### src/rtl/unidade_busca_pkg.sv
// unidade_busca_pkg: widths, queue entry and FSM state
// shared by the fetch unit and its prefetch queue.
package unidade_busca_pkg;

    localparam int LARGURA_END  = 8;
    localparam int LARGURA_INST = 8;

    typedef struct packed {
        logic [LARGURA_END-1:0]  pc;
        logic [LARGURA_INST-1:0] instrucao;
    } entrada_fila_t;

    typedef enum logic {
        ATIVO  = 1'b0,
        PARADO = 1'b1
    } estado_t;

endpackage

### src/rtl/unidade_busca_fila.sv
// fila_busca: circular prefetch queue holding {pc, instrucao}.
// Depth must be a power of two so the pointers wrap naturally.
module fila_busca
    import unidade_busca_pkg::*;
#(
    parameter int PROF_FILA = 2
) (
    input  logic          clk,
    input  logic          reset,
    input  logic          push,
    input  logic          pop,
    input  logic          flush,
    input  entrada_fila_t entrada,
    output logic          full,
    output logic          empty,
    output entrada_fila_t head
);

    localparam int LP = $clog2(PROF_FILA);
    localparam logic [LP:0] CONT_CHEIA = (LP+1)'(PROF_FILA);
    localparam logic [LP:0] CONT_UM    = (LP+1)'(1);
    localparam logic [LP-1:0] PTR_UM   = LP'(1);

    entrada_fila_t  mem [PROF_FILA];
    logic [LP-1:0]  rd_ptr;
    logic [LP-1:0]  wr_ptr;
    logic [LP:0]    cont;
    logic           faz_push;
    logic           faz_pop;

    assign full     = (cont == CONT_CHEIA);
    assign empty    = (cont == '0);
    assign head     = mem[rd_ptr];
    assign faz_pop  = pop & ~empty;
    assign faz_push = push & (~full | faz_pop);

    // Pointer and occupancy update; flush empties the queue at once.
    always_ff @(posedge clk or posedge reset) begin
        if (reset) begin
            rd_ptr <= '0;
            wr_ptr <= '0;
            cont   <= '0;
        end else if (flush) begin
            rd_ptr <= '0;
            wr_ptr <= '0;
            cont   <= '0;
        end else begin
            if (faz_push) wr_ptr <= wr_ptr + PTR_UM;
            if (faz_pop)  rd_ptr <= rd_ptr + PTR_UM;
            case ({faz_push, faz_pop})
                2'b10:   cont <= cont + CONT_UM;
                2'b01:   cont <= cont - CONT_UM;
                default: cont <= cont;
            endcase
        end
    end

    // Entry storage; contents past the tail are don't-care.
    always_ff @(posedge clk) begin
        if (faz_push && !flush) mem[wr_ptr] <= entrada;
    end

endmodule

### src/rtl/unidade_busca.sv
// unidade_busca: instruction fetch unit with fetch PC, run/stop
// FSM, redirect handling and a small prefetch queue.
module unidade_busca
    import unidade_busca_pkg::*;
#(
    parameter logic [LARGURA_END-1:0] PC_INICIAL = 8'h00,
    parameter int                     PROF_FILA  = 2
) (
    input  logic                    clk,
    input  logic                    reset,
    output logic [LARGURA_END-1:0]  endereco,
    input  logic [LARGURA_INST-1:0] instrucao,
    output logic                    inst_valid,
    output logic [LARGURA_INST-1:0] inst_data,
    output logic [LARGURA_END-1:0]  inst_pc,
    input  logic                    inst_ready,
    input  logic                    desvio_en,
    input  logic [LARGURA_END-1:0]  desvio_alvo,
    input  logic                    parar
);

    localparam logic [LARGURA_END-1:0] PC_UM = LARGURA_END'(1);

    logic [LARGURA_END-1:0] pc_busca;
    estado_t                estado;
    logic                   push;
    logic                   pop;
    logic                   cheia;
    logic                   vazia;
    entrada_fila_t          nova;
    entrada_fila_t          cabeca;

    assign endereco   = pc_busca;
    assign inst_valid = ~vazia;
    assign inst_data  = inst_valid ? cabeca.instrucao : '0;
    assign inst_pc    = inst_valid ? cabeca.pc : '0;
    assign pop        = inst_valid & inst_ready;

    // A redirect blocks the enqueue; a full queue only accepts
    // when its head leaves in the same cycle.
    assign push = (estado == ATIVO) & ~parar & ~desvio_en
                & (~cheia | pop);

    // Pack the memory word with the address it came from.
    always_comb begin
        nova           = '0;
        nova.pc        = pc_busca;
        nova.instrucao = instrucao;
    end

    // Fetch PC and run/stop FSM; redirect wins over normal advance.
    always_ff @(posedge clk or posedge reset) begin
        if (reset) begin
            pc_busca <= PC_INICIAL;
            estado   <= ATIVO;
        end else begin
            unique case (estado)
                ATIVO:  if (parar)  estado <= PARADO;
                PARADO: if (!parar) estado <= ATIVO;
                default:            estado <= ATIVO;
            endcase
            if (desvio_en)
                pc_busca <= desvio_alvo;
            else if (push)
                pc_busca <= pc_busca + PC_UM;
        end
    end

    fila_busca #(
        .PROF_FILA (PROF_FILA)
    ) u_fila (
        .clk     (clk),
        .reset   (reset),
        .push    (push),
        .pop     (pop),
        .flush   (desvio_en),
        .entrada (nova),
        .full    (cheia),
        .empty   (vazia),
        .head    (cabeca)
    );

endmodule

### config.mk
export PLATFORM = sky130hd
export DESIGN_NAME = unidade_busca
export DESIGN_NICKNAME = d
export VERILOG_FILES = /design/src/rtl/unidade_busca_pkg.sv /design/src/rtl/unidade_busca_fila.sv /design/src/rtl/unidade_busca.sv
export SDC_FILE = /design/constraint.sdc
export NUM_CORES = 1
export LEC_CHECK = 0
export CORE_ASPECT_RATIO = 1.1
export CORE_UTILIZATION = 38
export CTS_BUF_LIST = sky130_fd_sc_hd__clkbuf_2 sky130_fd_sc_hd__clkbuf_4 sky130_fd_sc_hd__clkbuf_8
export DETAILED_ROUTE_END_ITERATION = 12
export GPL_TIMING_DRIVEN = 0
export PLACE_DENSITY = 0.63
export RECOVER_POWER = 100
export SETUP_SLACK_MARGIN = 0.15
export SLEW_MARGIN = 20
export SYNTH_ARGS = -nofsm -noshare
export SYNTH_HDL_FRONTEND = slang
export SYNTH_SLANG_ARGS = --single-unit
export TNS_END_PERCENT = 5
### constraint.sdc
create_clock -name clk -period 4.7 [get_ports clk]
set_input_delay 0.94 -clock clk [delete_from_list [all_inputs] [get_ports clk]]
set_output_delay 0.94 -clock clk [all_outputs]
set_load 0.005 [all_outputs]
After elaboration in Yosys (flattened, before gate mapping)
Memories as Yosys holds them, arrays and structs flattened. Index checks and enable logic that the tools add are counted.

Memories kept: 1. Word-level logic and storage cells: 47. RAM bits: 32. Input bits: 21. Bits in registers: 13.

Equal/unequal tests: 3. Add/subtract/negate cells: 5. Mux-type cells: 13. Bitwise operators: 13. Reduce and logical (&&, ||, !) cells: 7.

Memories: u_fila.mem (words 2, width 16, rd ports 1, clocked after Yosys merged registers in 0, wr ports 1, RTL line unidade_busca_fila.sv:24) `entrada_fila_t mem [PROF_FILA];`.

Operators by type and width (count): 2-to-1 mux 8 bit (4); adder 8 x 1 -> 8 bit (second input constant) (1); 2-to-1 mux 1 bit (7); bitwise AND 1 bit (6); nonzero test 2 bit (3); inverter 1 bit (5); == test 2 bit (second input constant) (2); one-hot mux 2 bit (2 select lines) (1); nonzero test 3 bit (1); adder 1 bit (second input constant) (2); adder 2 x 1 -> 2 bit (second input constant) (1); == test 2 x 1 -> 1 bit (second input constant) (1); zero test 2 bit (1); 2-to-1 mux 2 bit (1); bitwise OR 1 bit (2); subtractor 2 x 1 -> 2 bit (second input constant) (1); logical AND 1 bit (1); zero test 1 bit (1).

Longest topological paths before layout
Depth after elaboration: 9. Mapped depth: 5. Gate-level depth less buffers: 4.

By module
Synthesis repeated with hierarchy kept, for this count alone.

Cell total of the unflattened synthesis: 152. Area total of the unflattened synthesis: 2067.0 µm².

Modules (own cells, without submodules): fila_busca (seq. area each 1061.0 µm², area each 1411.4 µm², times used 1, cells each 80); unidade_busca (seq. area each 225.2 µm², area each 655.6 µm², times used 1, cells each 72).

Worst setup path after synthesis
OpenSTA, ideal clock, no wires.

Kind: input to register. Start: in desvio_en. End: mem u_fila.mem[1][0] (netlist bit) (enable). Stages: 3. Data arrival time: 2.589 ns. Required time: 4.287 ns. Setup slack: 1.698 ns. Path through: clkbuf_1 > buf_1 > nor3b_1.

Word-level cells in the longest chain between the ends: 7. Elaborated cells between the ends (all ways): 8. Classes of those cells: mux (2); bitwise (4); reduce/logical (2).

RTL lines: start: declaration (RTL line unidade_busca.sv:17) `input logic desvio_en,`; inverter 1 bit (RTL line unidade_busca.sv:41) `assign push = (estado == ATIVO) & ~parar & ~desvio_en`; bitwise AND 1 bit (RTL line unidade_busca.sv:41); bitwise AND 1 bit (RTL line unidade_busca.sv:42) `& (~cheia | pop);`; bitwise AND 1 bit (RTL line unidade_busca_fila.sv:35) `assign faz_push = push & (~full | faz_pop);`; logical AND 1 bit (*) (RTL line unidade_busca_fila.sv:60) `if (faz_push && !flush) mem[wr_ptr] <= entrada;`; 2-to-1 mux 1 bit (*) (RTL line unidade_busca_fila.sv:60); 2-to-1 mux 1 bit (implied by the code) (*) (RTL line unidade_busca_fila.sv:60); end: declaration (RTL line unidade_busca_fila.sv:24).

Every way passes the cells marked *; elsewhere a longest branch is shown, timed or not.

Final worst setup path
Start: in parar. End: mem u_fila.mem[1][6] (netlist bit) (enable).

Word-level cells in the longest chain between the ends: 8.

RTL lines: start: declaration (RTL line unidade_busca.sv:19) `input logic parar`; inverter 1 bit (RTL line unidade_busca.sv:41); bitwise AND 1 bit (2 in a row) (RTL line unidade_busca.sv:41); bitwise AND 1 bit (RTL line unidade_busca.sv:42); bitwise AND 1 bit (RTL line unidade_busca_fila.sv:35); logical AND 1 bit (RTL line unidade_busca_fila.sv:60); 2-to-1 mux 1 bit (RTL line unidade_busca_fila.sv:60); 2-to-1 mux 1 bit (implied by the code) (RTL line unidade_busca_fila.sv:60).

No other way between the ends.

==> key figures <==
Final layout
  • Commonest non-fill, non-tap cell in the layout: sky130_fd_sc_hd__dlygate4sd3_1
  • Final standard cell utilization of the core: 0.518
  • N_diodes: 0
  • Share of layout cells above drive strength 1: 0.0751
  • # nets final: between 200 and 250
  • Area delta synth->final: 31.0%
  • Most used cells in the layout excluding fill and tap cells: sky130_fd_sc_hd__dlygate4sd3_1 (35), sky130_fd_sc_hd__edfxtp_1 (32), sky130_fd_sc_hd__nor2_1 (24)

Critical path
  • CP Max Fanout: 7
  • Reg2reg path depth: 6
  • Reg-to-reg endpoint: u_fila.mem[1][6]$_DFFE_PP_
  • Worst Path Arrival: around 3.4 ns
  • Flop-to-flop setup slack: between 2 and 2.5 ns
  • Source of the worst register-to-register timing path: u_fila.cont[1]$_DFFE_PP0P_
  • Classification of the worst setup path: in2reg
  • Element type at the critical path end: flop
  • Type of element launching the critical path: primary input
  • Required time of the critical path: 4.65 ns

Timing
  • Max Fclk: approximately 0.3 GHz
  • Final-layout worst hold slack: just under 0.6 ns
  • Worst Clk Skew: roughly 0.0075 ns
  • Final setup violation count: 0
  • Minimum period implied by the final worst setup slack: roughly 3.4 ns
  • Final worst path period share: 0.722
  • Setup repair after global routing missed its margin: false
  • Slew HR: 0.481
  • Setup_tns: 0 ns
  • Number of pins with negative max-slew slack in the final report: 0
  • Crit path setup slack, layout: 1.31 ns
  • Final number of hold-violating endpoints: 0
  • Pin slew with the least headroom to its limit: around 0.77 ns

Power
  • Pwr Density: 313 nW/um^2
  • Leakage power: approximately 0.94 nW
  • Worst VDD drop: around 0.00013 V

Yosys
  • Post-synth top area share: 0.483
  • Most used flip-flop cell after synthesis: sky130_fd_sc_hd__edfxtp_1
  • Count of yosys warnings during synthesis: 0
  • Sequential share of the synthesized area: 0.646
  • Average cell area after synthesis: between 10 and 15 um^2
  • Async SR Flop Fraction: 0.289
  • Post-Synth XOR/XNOR Area: 0.00440
  • Post-synth EDFFs: 32
  • Netlist area before placement: between 1500 and 2000 um^2
  • Dominant combinational cell family by area after synthesis: simple AND/OR/NAND/NOR gates
  • Synthesized netlist cell count: roughly 160
  • Dominant cell type by area after synthesis: sky130_fd_sc_hd__edfxtp_1
  • Count of different cell masters after synthesis: 40
  • Post-Synthesis Net Count: 179
  • Proportion of synthesized area in mux cells: 0.0805
  • Flop and latch count out of synthesis: 45
  • Share of the synthesized area in compound gates (AO/OA/AOI/OAI): 0.0830
  • Dominant cells by area after synthesis: sky130_fd_sc_hd__edfxtp_1 (48%), sky130_fd_sc_hd__dfrtp_1 (16%), sky130_fd_sc_hd__mux2i_1 (8.0%)
  • Simple-gate portion of the synthesized area: 0.151
  • Post-Synth Adder-Cell Area: 0.00629

Floorplanning
  • CORE AREA: 5030 um^2
  • Die Y: between 70 and 80 um
  • Site Rows: 27
  • Die footprint: roughly 5500 um^2
  • Initial cell density of the core: 0.395
  • Die W: 71.0 um
  • Num ports: between 40 and 50

Route
  • Via density: about 5.3
  • Total via count in the routed design: about 1400
  • Detailed router's first-iteration violation count: 118
  • Final WL: about 4300 um
  • Post-route ant nets: 0
  • Average wire length per cell after detail routing: between 15 and 20 um
  • Detailed-route DRC error count: 0
  • Number of optimization iterations in the first detailed-route pass: 7

Clocking
  • Number of hold buffers added after cts: 0
  • Clock slew seen by the registers of the worst setup and hold paths: around 0.08 ns
  • Post-CTS setup buffer count: 0
  • Insertion delay to the later sink of the worst-skew pair: about 0.29 ns
  • Clock sink total: 45
  • CTS Buf Count: 5
  • Clock Root Buffer: sky130_fd_sc_hd__clkbuf_8
  • Depth of the CTS H-tree: 2
  • Largest buffer count on any clock path: 2
  • Clock tree from TritonCTS: yes
  • CTS resizes: 0

Global route
  • GRT Total Usage: 0.169
  • First-pass GRT wire length: 7210 um
  • Largest net degree at the start of global routing: 14
  • Vias in the first global route: about 1500
  • Total congestion overflow: 0
  • Initial antenna violation count: 0

Place
  • Estimated wirelength of the detail-placed design: between 3000 and 4000 um
  • Number of I/O port buffers: between 40 and 50
  • Post-placement worst setup slack: about 1.7 ns
  • Global placer's final weighted congestion: 0.786

Hold path
  • Hold path startpoint: endereco[7]$_DFFE_PP0P_
  • Worst Hold Depth: 0
  • Hold crit path type: reg2reg
  • Worst Hold End: u_fila.mem[0][15]$_DFFE_PP_

Run
  • Maximum Capacitance Violations: 0

Run status
  • Status: completed
sequential cells by signal (all words and copies together), names as in the netlist:
register,cells
endereco,8
estado,1
u_fila.cont,2
u_fila.mem,32
u_fila.rd_ptr,1
u_fila.wr_ptr,1
cells by family after synthesis:
group	Yosys count
mux	16
buf+inv	13
fa+ha+maj	1
xor+xnor	1
flops	45
simple gates	57
compound gates	24
layout make-up:
cell class                 count  area [um^2]
fill                         434         2430
buffer                         9         38.8
inverter                       4         15.0
tap                           58         72.6
timing repair buffer          48          455
clock inverter                 2         8.76
sequential                    45         1290
multi-input combinational     99          648
clock buffer                   6         82.6
power breakdown:
group          internal (mW)  leakage, nW  switching [mW]  total (mW)
registers              0.446        0.446          0.0190       0.465
logic                 0.0597        0.443          0.0522       0.112
clock network          0.116       0.0486           0.122       0.239
total                  0.623        0.938           0.193       0.816
synth_stat cells, drive strengths merged (3+ instances only):
library cell and n:
nor3b 3, nor3 3, nor2 24, dfrtp 13
buf 6, clkbuf 3, inv 3, a31oi 5
o211ai 3, nor2b 4, edfxtp 32, o21ai 6
mux2i 16, nand3 6
through the flow:
stage	cells	area, um^2	power (mW)
floorplan	157	1990	0.525
global placement	259	2500	0.589
detailed placement	263	2540	0.597
CTS	271	2640	0.833
global route	271	2610	0.855
finish	271	2610	0.816
metal layers:
metal,vias to the layer above,part of all wire,GRT usage
met4,0,0.010,0.0580
met3,4,0.039,0.0429
met5,-,0,0
met1,693,0.39,0.198
li1,699,-,-
met2,39,0.56,0.301
worst max-delay path, stage by stage:
cell	delay [ns]
sky130_fd_sc_hd__dlygate4sd3_1	0.63
sky130_fd_sc_hd__nor2_1	0.20
sky130_fd_sc_hd__nand2_1	0.13
sky130_fd_sc_hd__nor3b_1	0.65
sky130_fd_sc_hd__clkbuf_1	0.41
sky130_fd_sc_hd__clkbuf_1	0.38
how the worst max path moves through the flow:
| stage | to | startpoint | depth (start not counted) | slack, ns |
|---|---|---|---|---|
| floorplan | u_fila.mem[1][0]$_DFFE_PP_ | desvio_en | 3 | 1.70 |
| global placement | u_fila.mem[1][4]$_DFFE_PP_ | parar | 4 | 0.59 |
| detailed placement | u_fila.mem[1][2]$_DFFE_PP_ | parar | 6 | 1.71 |
| CTS | inst_data[5] | u_fila.cont[0]$_DFFE_PP0P_ | 5 | 1.49 |
| global route | u_fila.mem[1][6]$_DFFE_PP_ | parar | 6 | 1.07 |
| finish | u_fila.mem[1][6]$_DFFE_PP_ | parar | 6 | 1.31 |
No activity file was read; power rests on OpenSTA's default activity.
